File: config.mk
export PLATFORM = sky130hd
export DESIGN_NAME = hazard_control_unit
export DESIGN_NICKNAME = d
export VERILOG_FILES = /design/src/rtl/hazard_control_unit.sv
export SDC_FILE = /design/constraint.sdc
export NUM_CORES = 1
export LEC_CHECK = 0
export CORE_MARGIN = 3
export CORE_UTILIZATION = 42
export CTS_BUF_LIST = sky130_fd_sc_hd__clkbuf_4 sky130_fd_sc_hd__clkbuf_8
export DETAILED_ROUTE_END_ITERATION = 6
export HOLD_SLACK_MARGIN = 0.08
export PLACE_DENSITY = 0.87
export SYNTH_ARGS = -nofsm -noshare
export SYNTH_HDL_FRONTEND = slang
export SYNTH_SLANG_ARGS = --single-unit
File: constraint.sdc
create_clock -name clk -period 7.3 [get_ports clk]
set_input_delay 1.095 -clock clk [delete_from_list [all_inputs] [get_ports clk]]
set_output_delay 1.095 -clock clk [all_outputs]
set_load 0.05 [all_outputs]
File: src/rtl/hazard_control_unit.sv
// Hazard/stall controller for the 5-stage RV32 core: load-use and ID-branch operand stalls, cache-miss freeze, taken-branch flush.
// Optional build macro HAZARD_PERF_CNT_EN adds stall/freeze/flush performance counters.
module hazard_control_unit #(
   parameter int MAX_STALL = 2
) (
   input  logic       clk,
   input  logic       rst_n,
   input  logic [4:0] IF_ID_rs1,
   input  logic [4:0] IF_ID_rs2,
   input  logic       IF_ID_use_rs1,
   input  logic       IF_ID_use_rs2,
   input  logic       IF_ID_branch,
   input  logic [4:0] ID_EX_rd,
   input  logic       ID_EX_regwrite,
   input  logic       ID_EX_memread,
   input  logic [4:0] EX_MEM_rd,
   input  logic       EX_MEM_memread,
   input  logic       branch_taken,
   input  logic       i_stall,
   input  logic       d_stall,
   output logic       pc_write,
   output logic       IF_ID_write,
   output logic       IF_ID_flush,
   output logic       ID_EX_flush,
   output logic       pipe_write,
   output logic [1:0] hazard_state
`ifdef HAZARD_PERF_CNT_EN
   ,
   output logic [31:0] perf_stall_cnt,
   output logic [31:0] perf_freeze_cnt,
   output logic [31:0] perf_flush_cnt
`endif
);

   localparam int CW = (MAX_STALL < 1) ? 1 : $clog2(MAX_STALL + 1);

   typedef enum logic [1:0] {
      ST_RUN    = 2'b00,
      ST_HOLD   = 2'b01,
      ST_FREEZE = 2'b10
   } state_t;

   state_t        state_q, state_d, ret_q, ret_d, base_st, st_out;
   logic [CW-1:0] cnt_q, cnt_d;
   logic [CW-1:0] n_hz, n_ldu, n_alu, n_mem;
   logic          freeze, match_ex, match_mem;

   function automatic logic reg_match(input logic use_x, input logic [4:0] rs,
                                      input logic [4:0] rd);
      return use_x && (rd != 5'd0) && (rs == rd);
   endfunction

   assign freeze    = i_stall | d_stall;
   assign match_ex  = reg_match(IF_ID_use_rs1, IF_ID_rs1, ID_EX_rd) |
                      reg_match(IF_ID_use_rs2, IF_ID_rs2, ID_EX_rd);
   assign match_mem = reg_match(IF_ID_use_rs1, IF_ID_rs1, EX_MEM_rd) |
                      reg_match(IF_ID_use_rs2, IF_ID_rs2, EX_MEM_rd);

   // A load feeding the ID comparator needs two bubbles: one to reach MEM, one to reach WB/forward.
   always_comb begin
      n_ldu = '0;
      n_alu = '0;
      n_mem = '0;
      if (ID_EX_memread && match_ex)
         n_ldu = IF_ID_branch ? CW'(2) : CW'(1);
      if (IF_ID_branch && ID_EX_regwrite && !ID_EX_memread && match_ex)
         n_alu = CW'(1);
      if (IF_ID_branch && EX_MEM_memread && match_mem)
         n_mem = CW'(1);
      n_hz = n_ldu;
      if (n_alu > n_hz) n_hz = n_alu;
      if (n_mem > n_hz) n_hz = n_mem;
   end

   // The state the pipeline behaves as once any freeze has lifted.
   assign base_st = (state_q == ST_FREEZE) ? ret_q : state_q;

   always_ff @(posedge clk or negedge rst_n) begin
      if (!rst_n) begin
         state_q <= ST_RUN;
         ret_q   <= ST_RUN;
         cnt_q   <= '0;
      end else begin
         state_q <= state_d;
         ret_q   <= ret_d;
         cnt_q   <= cnt_d;
      end
   end

   always_comb begin
      state_d = state_q;
      ret_d   = ret_q;
      cnt_d   = cnt_q;
      if (freeze) begin
         state_d = ST_FREEZE;
         ret_d   = base_st;
      end else begin
         ret_d = ST_RUN;
         case (base_st)
            ST_HOLD: begin
               cnt_d   = cnt_q - CW'(1);
               state_d = (cnt_q <= CW'(1)) ? ST_RUN : ST_HOLD;
            end
            default: begin
               if (n_hz != '0) begin
                  cnt_d   = n_hz - CW'(1);
                  state_d = (n_hz > CW'(1)) ? ST_HOLD : ST_RUN;
               end else begin
                  state_d = ST_RUN;
               end
            end
         endcase
      end
   end

   // Priority: freeze, then stall (HOLD or fresh hazard), then taken-branch flush.
   always_comb begin
      pc_write    = 1'b0;
      IF_ID_write = 1'b0;
      IF_ID_flush = 1'b0;
      ID_EX_flush = 1'b0;
      pipe_write  = 1'b0;
      st_out      = ST_RUN;
      if (!rst_n) begin
         st_out = ST_RUN;
      end else if (freeze) begin
         st_out = ST_FREEZE;
      end else if ((base_st == ST_HOLD) || (n_hz != '0)) begin
         ID_EX_flush = 1'b1;
         pipe_write  = 1'b1;
         st_out      = base_st;
      end else begin
         pc_write    = 1'b1;
         IF_ID_write = 1'b1;
         pipe_write  = 1'b1;
         IF_ID_flush = branch_taken;
         st_out      = ST_RUN;
      end
   end

   assign hazard_state = st_out;

`ifdef HAZARD_PERF_CNT_EN
   always_ff @(posedge clk or negedge rst_n) begin
      if (!rst_n) begin
         perf_stall_cnt  <= '0;
         perf_freeze_cnt <= '0;
         perf_flush_cnt  <= '0;
      end else begin
         perf_stall_cnt  <= perf_stall_cnt + 32'(ID_EX_flush);
         perf_freeze_cnt <= perf_freeze_cnt + 32'(freeze);
         perf_flush_cnt  <= perf_flush_cnt + 32'(IF_ID_flush);
      end
   end
`endif

endmodule

# == Word level (Yosys, flattened, before mapping) ==
# Cells that the tools add are included.
# totals
register_bits,6
input_bits,31
output_inout_bits,7
word_cells,69
# classes
addsub,2
magnitude_cmp,4
n_eq_ne,6
muxes,29
bitwise_logic,4
reduce_logical,21
# op_table
cell,count
$mux 2,12
$eq 5x5->1,4
$mux 1,17
$logic_and 1x1->1,14
$reduce_bool 5->1,2
$gt 2x2->1,2
$reduce_bool 2->1,2
$sub 2x1->2 const B,2
$or 1x1->1,3
$eq 2x1->1 const B,1
$eq 2x2->1 const B,1
$gt 2x1->1 const B,1
$le 2x1->1 const B,1
$reduce_and 2->1,1
$logic_not 1->1,1
$logic_or 1x1->1,1
$not 1->1,1

# == Longest topological paths before layout ==
# Gate-level depths: netlist of run 1.
# depth
word_depth,15
depth_mapped,13
ltp_nobuf,13

# == Least setup slack after synthesis of run 1 ==
# OpenSTA, ideal clock, no wires.
# synth_timing
path_type,input to output
startpoint,input ID_EX_rd[1]
endpoint,output hazard_state[0]
arrival_ns,4.269
required_ns,6.205
path_slack_ns,1.936
path_stages,10
n_path_buf,0
path_cell_list,or4_4 -> o211ai_1 -> o22ai_1 -> nor2b_1 -> ha_1 -> o41a_1 -> ha_1 -> nand2_1 -> and2_1 -> nor2b_1
# synth_via
elab_chain_cells,15
elab_cells_between_ends,21
# synth_lines
element,line_no,text
start: declaration,13,"input logic [4:0] ID_EX_rd,"
$reduce_bool 5->1,50,return use_x && (rd != 5'd0) && (rs == rd);
$logic_and 1x1->1 (2 in a row),50,
$or 1x1->1 (*),54,"assign match_ex = reg_match(IF_ID_use_rs1, IF_ID_rs1, ID_EX_rd) |"
"$logic_and 1x1->1, on equally long branches","66, 64",
$mux 1 / $mux 2 (equally long branches),"66, 64",
$gt 2x2->1,71,if (n_alu > n_hz) n_hz = n_alu;
$mux 2 (*),71,
$gt 2x2->1,72,if (n_mem > n_hz) n_hz = n_mem;
$mux 2 (*),72,
$reduce_bool 2->1 (*),128,end else if ((base_st == ST_HOLD) || (n_hz != '0)) begin
$logic_or 1x1->1 (*),128,
$mux 2 (*),128,
$mux 2 (*),126,end else if (freeze) begin
$mux 2 (*),124,if (!rst_n) begin
end: declaration,26,output logic [1:0] hazard_state
# Every way passes the cells marked *; elsewhere a longest branch is shown, timed or not.

# == Worst setup path in the final report of run 1 ==
# Same ends and word-level chain as after synthesis.

==> metrics.csv, run 1 <==
stage,metric,value,unit
outcome,status,completed,
cts,number of buffers created by CTS,3,
sta,Tmin final,5.86,ns
critical_path,Worst EP required,6.20,ns
critical_path,CP max stage delay,0.80,ns
critical_path,CP Class,input pin to output pin,
sta,Setup TNS,0,ns
route,Vias/cell,5.46,
route,Routed Antenna Nets,0,
placed_design,IO Port Bufs,37,
yosys,asr flop ratio synth,100,%
yosys,register bit total from synthesis,6,
yosys,syn nets,114,
worst_hold_path,Min-Delay Path Depth,2,
cts,Post-CTS Hold Buffers,0,
worst_hold_path,min-delay worst type,flip-flop to flip-flop,
grt,gr usage total,22.4,%
cts,clk sinks,6,
layout,share of layout cells above drive strength 1,4.20,%
floorplanning,core area,1400,sq um
floorplanning,num ports,38,
critical_path,Reg2Reg Depth,4,
route,initial DRC count,16,
floorplanning,die height,45.9,microns
placed_design,RePlAce Congestion,0.845,
critical_path,data arrival time of the critical path,4.77,ns
sta,Worst Skew,0.0139,ns
sta,"Hold Vio Cnt, Final",0,
cts,PostCTS Resize Cnt,0,
layout,fin util,76.7,%
grt,initial antenna violation count,0,
cts,Skew-Pair Late Insertion Delay,0.25,ns
yosys,post-synthesis cell count,80,
layout,# diodes,0,
worst_hold_path,hold endpoint,ret_q[0]$_DFF_PN0_,
cts,root buf cell,clkbuf_4,
floorplanning,die area,2110,sq um
power_and_ir_drop,Leakage,0.390,nW
yosys,sequential area share after synthesis,22.4,%
critical_path,startpoint types,input pin,
route,vias,731,
sta,Fmax achieved,0.171,GHz
sta,Final period util,80.3,%
critical_path,FF-to-FF Start,state_q[0]$_DFF_PN0_,
yosys,syn_area_per_cell,8.37,sq um
yosys,yosys warns,0,
cts,H-tree depth,1,
route,drt total wl,2.10,mm
yosys,Mapped Area,669,sq um
layout,Layout area overhead,60.4,%
sta,RSZ-0062 raised after global routing,no,
critical_path,CP max-delay cell,clkdlybuf4s50_1,
sta,Slew Limit Fails,0,
placed_design,post-DP HPWL,1.89,mm
yosys,Synth cell types,27,
cts,CTS max path bufs,2,
critical_path,worst-path cell chain,clkdlybuf4s50_1 > or4_4 > o211ai_1 > o22ai_1 > nor2b_1 > ha_1 > o41a_1 > ha_1 > nand2_1 > and2_1 > nor2b_1 > clkdlybuf4s50_1,
route,total iterations of the first detailed-routing run,4,
cts,Post-CTS Setup Bufs,0,
grt,first-pass GRT wire length,3.35,mm
layout,fillers,107,
floorplanning,Starting Density,47.9,%
grt,largest net degree at the start of global routing,9,
layout,Final nets,155,
power_and_ir_drop,PD cells,119,nW/um^2
power_and_ir_drop,worst vdd rail ir drop,0.127,mV
route,drc violations,0,
sta,Slew HR,61.7,%
critical_path,r2r endpoint,cnt_q[0]$_DFFE_PN0P_,
placed_design,Area after DPL,1050,sq um
sta,Setup-failing EPs final,0,
floorplanning,row count,13,
cts,TritonCTS clock tree,yes,
critical_path,CP Capture Type,output pin,
power_and_ir_drop,Final Total Pwr,0.128,mW
yosys,Main synth FF type,dfrtp_1,
route,drt wl/cell,15.7,microns
run,Max Cap Viol,0,
worst_hold_path,min-delay src,state_q[0]$_DFF_PN0_,
critical_path,Worst Path Max Fanout,5,
critical_path,flop-to-flop setup slack,5.81,ns
cts,"Reg clk slew, reported paths",0.05,ns
yosys,number of synthesized flops with an enable pin,0,
layout,post-route cell area,1070,sq um
grt,vias in the first global route,738,
floorplanning,chip width,45.9,microns
sta,Worst-Margin Slew,0.572,ns
grt,grt total ovfl,0,
[sequential cells by signal (all words and copies together) (netlist names)]
signal / cells
ret_q: 2
state_q: 2
cnt_q: 2
[how the worst max path moves through the flow]
stage | to | slack (ns) | from
after floorplan | hazard_state[0] | 1.94 | ID_EX_rd[1]
after global placement | hazard_state[0] | 1.55 | ID_EX_rd[2]
after detailed placement | hazard_state[0] | 1.46 | ID_EX_rd[1]
after CTS | hazard_state[0] | 1.44 | ID_EX_rd[1]
after global routing | hazard_state[0] | 1.24 | ID_EX_rd[1]
final | hazard_state[0] | 1.44 | ID_EX_rd[1]
[synthesized netlist by cell type, drive strengths merged, types with 2 or more instances]
master,n,area [sq um]
and2,4,25.0
o22ai,2,12.5
nor2b,4,25.0
nor2,7,26.3
nand2,5,18.8
o211ai,2,15.0
a21oi,2,10.0
dfrtp,6,150
ha,3,37.5
xnor2,20,175
nand4,4,25.0
and3,2,17.5
inv,3,11.3
nor3,2,10.0
or4,2,18.8
o21ai,3,15.0
[critical path: cells and delay by family]
kind / cells / cell delay [ns]
AO/OA/AOI/OAI: 3 / 0.78
adder cells (fa/ha/maj): 2 / 0.53
buffers and inverters: 2 / 1.28
AND/OR/NAND/NOR: 5 / 1.08
[through the flow]
stage | worst slack [ns] | hold slack [ns] | std cells
final | 1.44 | 0.550 | 134
after global routing | 1.24 | 0.575 | 134
after CTS | 1.44 | 0.554 | 134
after detailed placement | 1.46 | 0.552 | 131
after global placement | 1.55 | 0.543 | 131
after floorplan | 1.94 | 0.497 | 80
[metal layers]
| metal | GRT usage, % | part of all wire, % | wire (microns) |
|---|---|---|---|
| met1 | 29.4 | 45 | 945 |
| met4 | 1.70 | 0 | 0 |
| met3 | 7.11 | 4.6 | 97 |
| met2 | 37.1 | 50 | 1060 |
| met5 | 0 | 0 | 0 |
[layout by cell type (no fill, tap or decap)]
| master | n |
|---|---|
| a21oi_1 | 2 |
| a221o_1 | 1 |
| a22oi_1 | 1 |
| a31oi_1 | 1 |
| and2_1 | 4 |
| and3_1 | 1 |
| and3_4 | 1 |
| clkbuf_4 | 3 |
| clkdlybuf4s50_1 | 37 |
| dfrtp_1 | 6 |
| ha_1 | 3 |
| inv_1 | 3 |
| mux2i_1 | 1 |
| nand2_1 | 5 |
| nand3b_1 | 1 |
| nand4_1 | 4 |
| nor2_1 | 7 |
| nor2b_1 | 4 |
| nor3_1 | 2 |
| nor3b_1 | 1 |
| o2111ai_1 | 1 |
| o211ai_1 | 2 |
| o21ai_0 | 3 |
| o22ai_1 | 2 |
| o41a_1 | 1 |
| or4_1 | 1 |
| or4_4 | 1 |
| xnor2_1 | 20 |
[cells by family (layout without fill, tap and decap cells)]
kind of cell,after synthesis,in the layout,share of synthesized area (%)
AOI/OAI and AO/OA,14,14,14.4
xor gates and xnor gates,20,20,26.2
adders and majority gates,3,3,5.61
buffers and inverters,4,43,2.80
DFF,6,6,22.4
muxes,1,1,1.50
and+or+nand+nor,32,32,27.1
[area by class of cell]
class,count,area [sq um],area share [%]
sequential,6,150,14.0
multi-input combinational,70,500,46.6
tap,15,18.8,1.75
timing repair buffer,37,370,34.5
clock buffer,3,22.5,2.10
inverter,3,11.3,1.05
[report_power, final]
part	switching [mW]	internal, mW	total (mW)	leakage [nW]
clock network	0.0129	0.0187	0.0315	0.0138
registers	0.00265	0.0377	0.0403	0.0748
logic	0.0250	0.0309	0.0558	0.301
total	0.0405	0.0872	0.128	0.390
Power figures use the tool's default switching activity.
==> run 2: changes to the inputs <==
--- a/config.mk
+++ b/config.mk
@@ -6,11 +6,11 @@
 export NUM_CORES = 1
 export LEC_CHECK = 0
 export CORE_MARGIN = 3
-export CORE_UTILIZATION = 42
+export CORE_UTILIZATION = 39
 export CTS_BUF_LIST = sky130_fd_sc_hd__clkbuf_4 sky130_fd_sc_hd__clkbuf_8
 export DETAILED_ROUTE_END_ITERATION = 6
 export HOLD_SLACK_MARGIN = 0.08
-export PLACE_DENSITY = 0.87
+export PLACE_DENSITY = 0.82
 export SYNTH_ARGS = -nofsm -noshare
 export SYNTH_HDL_FRONTEND = slang
 export SYNTH_SLANG_ARGS = --single-unit
==> constraint.sdc (replaced) <==
create_clock -name clk -period 6.1 [get_ports clk]
set_input_delay 0.915 -clock clk [delete_from_list [all_inputs] [get_ports clk]]
set_output_delay 0.915 -clock clk [all_outputs]
set_load 0.05 [all_outputs]
==> run 2 against run 1 <==
Combinational power increased by 18%. Register-to-register slack worse by 1.2 ns. Critical path type unchanged. Critical path depth is the same. Non-clock buffer count unchanged. Wire length fell by 5.9%. Cell count grew 0.75%. Clock-buffer cell count unchanged. Sequential power rose by 22%. Core utilization is 7.8 points lower. Global-route usage shrank 3.3 points. Via count fell by 1.1%. Highest routed layer is now met4. First-iteration DRC count is 38% lower.
==> metrics.csv, run 2 (synthesis gave the netlist of run 1 again) <==
stage,metric,value,unit
outcome,status,completed,
route,total iterations of the first detailed-routing run,4,
route,Routed Antenna Nets,0,
floorplanning,chip width,47.4,microns
sta,Fmax achieved,0.183,GHz
sta,Tmin final,5.47,ns
cts,root buf cell,clkbuf_4,
power_and_ir_drop,Leakage,0.390,nW
critical_path,CP Capture Type,output pin,
layout,# diodes,0,
cts,Post-CTS Setup Bufs,0,
cts,CTS max path bufs,2,
grt,largest net degree at the start of global routing,9,
critical_path,flop-to-flop setup slack,4.62,ns
critical_path,worst-path cell chain,clkdlybuf4s50_1 > or4_4 > o211ai_1 > o22ai_1 > nor2b_1 > ha_1 > o41a_1 > ha_1 > nand2_1 > and2_1 > nor2b_1 > clkdlybuf4s50_1,
cts,Skew-Pair Late Insertion Delay,0.24,ns
cts,number of buffers created by CTS,3,
route,vias,723,
cts,Post-CTS Hold Buffers,0,
layout,Layout area overhead,60.6,%
route,drc violations,0,
sta,Setup TNS,0,ns
placed_design,IO Port Bufs,37,
floorplanning,die height,47.4,microns
grt,met2 Use GR,29.7,%
route,Vias/cell,5.36,
critical_path,Worst Path Max Fanout,5,
sta,Worst Skew,0.00920,ns
sta,Final period util,89.7,%
sta,RSZ-0062 raised after global routing,no,
cts,H-tree depth,1,
grt,grt total ovfl,0,
run,Max Cap Viol,0,
critical_path,CP max-delay cell,clkdlybuf4s50_1,
power_and_ir_drop,Final Total Pwr,0.152,mW
critical_path,startpoint types,input pin,
grt,initial antenna violation count,0,
grt,global routing's busiest layer,met2,
cts,"Reg clk slew, reported paths",0.05,ns
critical_path,CP max stage delay,0.81,ns
sta,Setup-failing EPs final,0,
floorplanning,die area,2250,sq um
sta,Slew HR,61.1,%
layout,largest registers,"cnt_q: 2 flops, ret_q: 2 flops, state_q: 2 flops",
worst_hold_path,min-delay worst type,flip-flop to flip-flop,
grt,GR Layer Usage met1,27.2,%
power_and_ir_drop,PD cells,141,nW/um^2
critical_path,Worst EP required,5.18,ns
layout,"commonest non-fill, non-tap cells in the layout","clkdlybuf4s50_1 (37), xnor2_1 (20), nor2_1 (7)",
floorplanning,core area,1560,sq um
cts,PostCTS Resize Cnt,0,
floorplanning,Starting Density,42.9,%
route,initial DRC count,10,
critical_path,WP buf/inv,2,
sta,Slew Limit Fails,0,
floorplanning,num ports,38,
route,drt wl/cell,14.7,microns
cts,clk sinks,6,
cts,TritonCTS clock tree,yes,
critical_path,crit-path leading delay family,buffers and inverters,
route,drt total wl,1.98,mm
grt,vias in the first global route,682,
grt,first-pass GRT wire length,3.06,mm
layout,"commonest non-fill, non-tap cell in the layout",clkdlybuf4s50_1,
sta,Worst-Margin Slew,0.580,ns
floorplanning,row count,14,
sta,"Hold Vio Cnt, Final",0,
grt,gr usage total,19.1,%
layout,Final nets,155,
placed_design,post-DP HPWL,1.77,mm
power_and_ir_drop,worst vdd rail ir drop,0.144,mV
critical_path,data arrival time of the critical path,4.55,ns
placed_design,RePlAce Congestion,0.794,
critical_path,CP Class,input pin to output pin,
layout,share of layout cells above drive strength 1,4.20,%
grt,M3 GR Usage,3.76,%
-- run 2: cell counts in the layout (fill, tap and decap cells not counted) --
Identical to the previous run, type by type.
-- run 2: cell type report --
type / instances / area [sq um]
repair buffers: 37 / 370
multi-input cells: 70 / 500
flip-flops and latches: 6 / 150
fillers: 131 / 484
clock buffers: 3 / 22.5
well taps: 16 / 20.0
inverters: 3 / 11.3
-- run 2: power by group --
part | switching (mW) | leakage, nW | internal, mW
Clock | 0.0144 | 0.0138 | 0.0223
Combinational | 0.0289 | 0.301 | 0.0368
Sequential | 0.00401 | 0.0748 | 0.0451
Total | 0.0474 | 0.390 | 0.104
-- run 2: layer usage --
layer,part of all wire [%],wire length (microns),up-vias
met5,0,0,-
met4,1.5,29,0
met3,5.1,101,4
met2,46,911,33
met1,47,938,316
li1,-,-,370
-- run 2: final timing paths --
check	startpoint	endpoint	depth (start not counted)
setup / recovery	ID_EX_rd[1]	hazard_state[0]	12
hold / removal	state_q[0]$_DFF_PN0_	ret_q[0]$_DFF_PN0_	2
setup reg to reg	state_q[0]$_DFF_PN0_	cnt_q[0]$_DFFE_PN0P_	4
hold reg to reg	state_q[0]$_DFF_PN0_	ret_q[0]$_DFF_PN0_	2
max in group asynchronous	rst_n	state_q[1]$_DFF_PN0_	1
min in group asynchronous	rst_n	ret_q[0]$_DFF_PN0_	1
-- run 2: worst reg2reg max path: stages (launching register included) --
cell,delay (ns)
dfrtp_1,0.39
nor2b_1,0.13
a31oi_1,0.45
nor3_1,0.10
a221o_1,0.29
-- run 2: through the flow --
step           util [%]  cells  area, sq um  hold slack, ns  setup WS [ns]
5_1_grt            68.9    135         1070           0.603          0.399
3_5_place_dp       67.5    132         1050           0.549          0.639
2_1_floorplan         -     80          669           0.497           1.10
4_1_cts            68.9    135         1070           0.551          0.625
3_3_place_gp       67.5    132         1050           0.541          0.706
6_report           68.9    135         1070           0.543          0.631
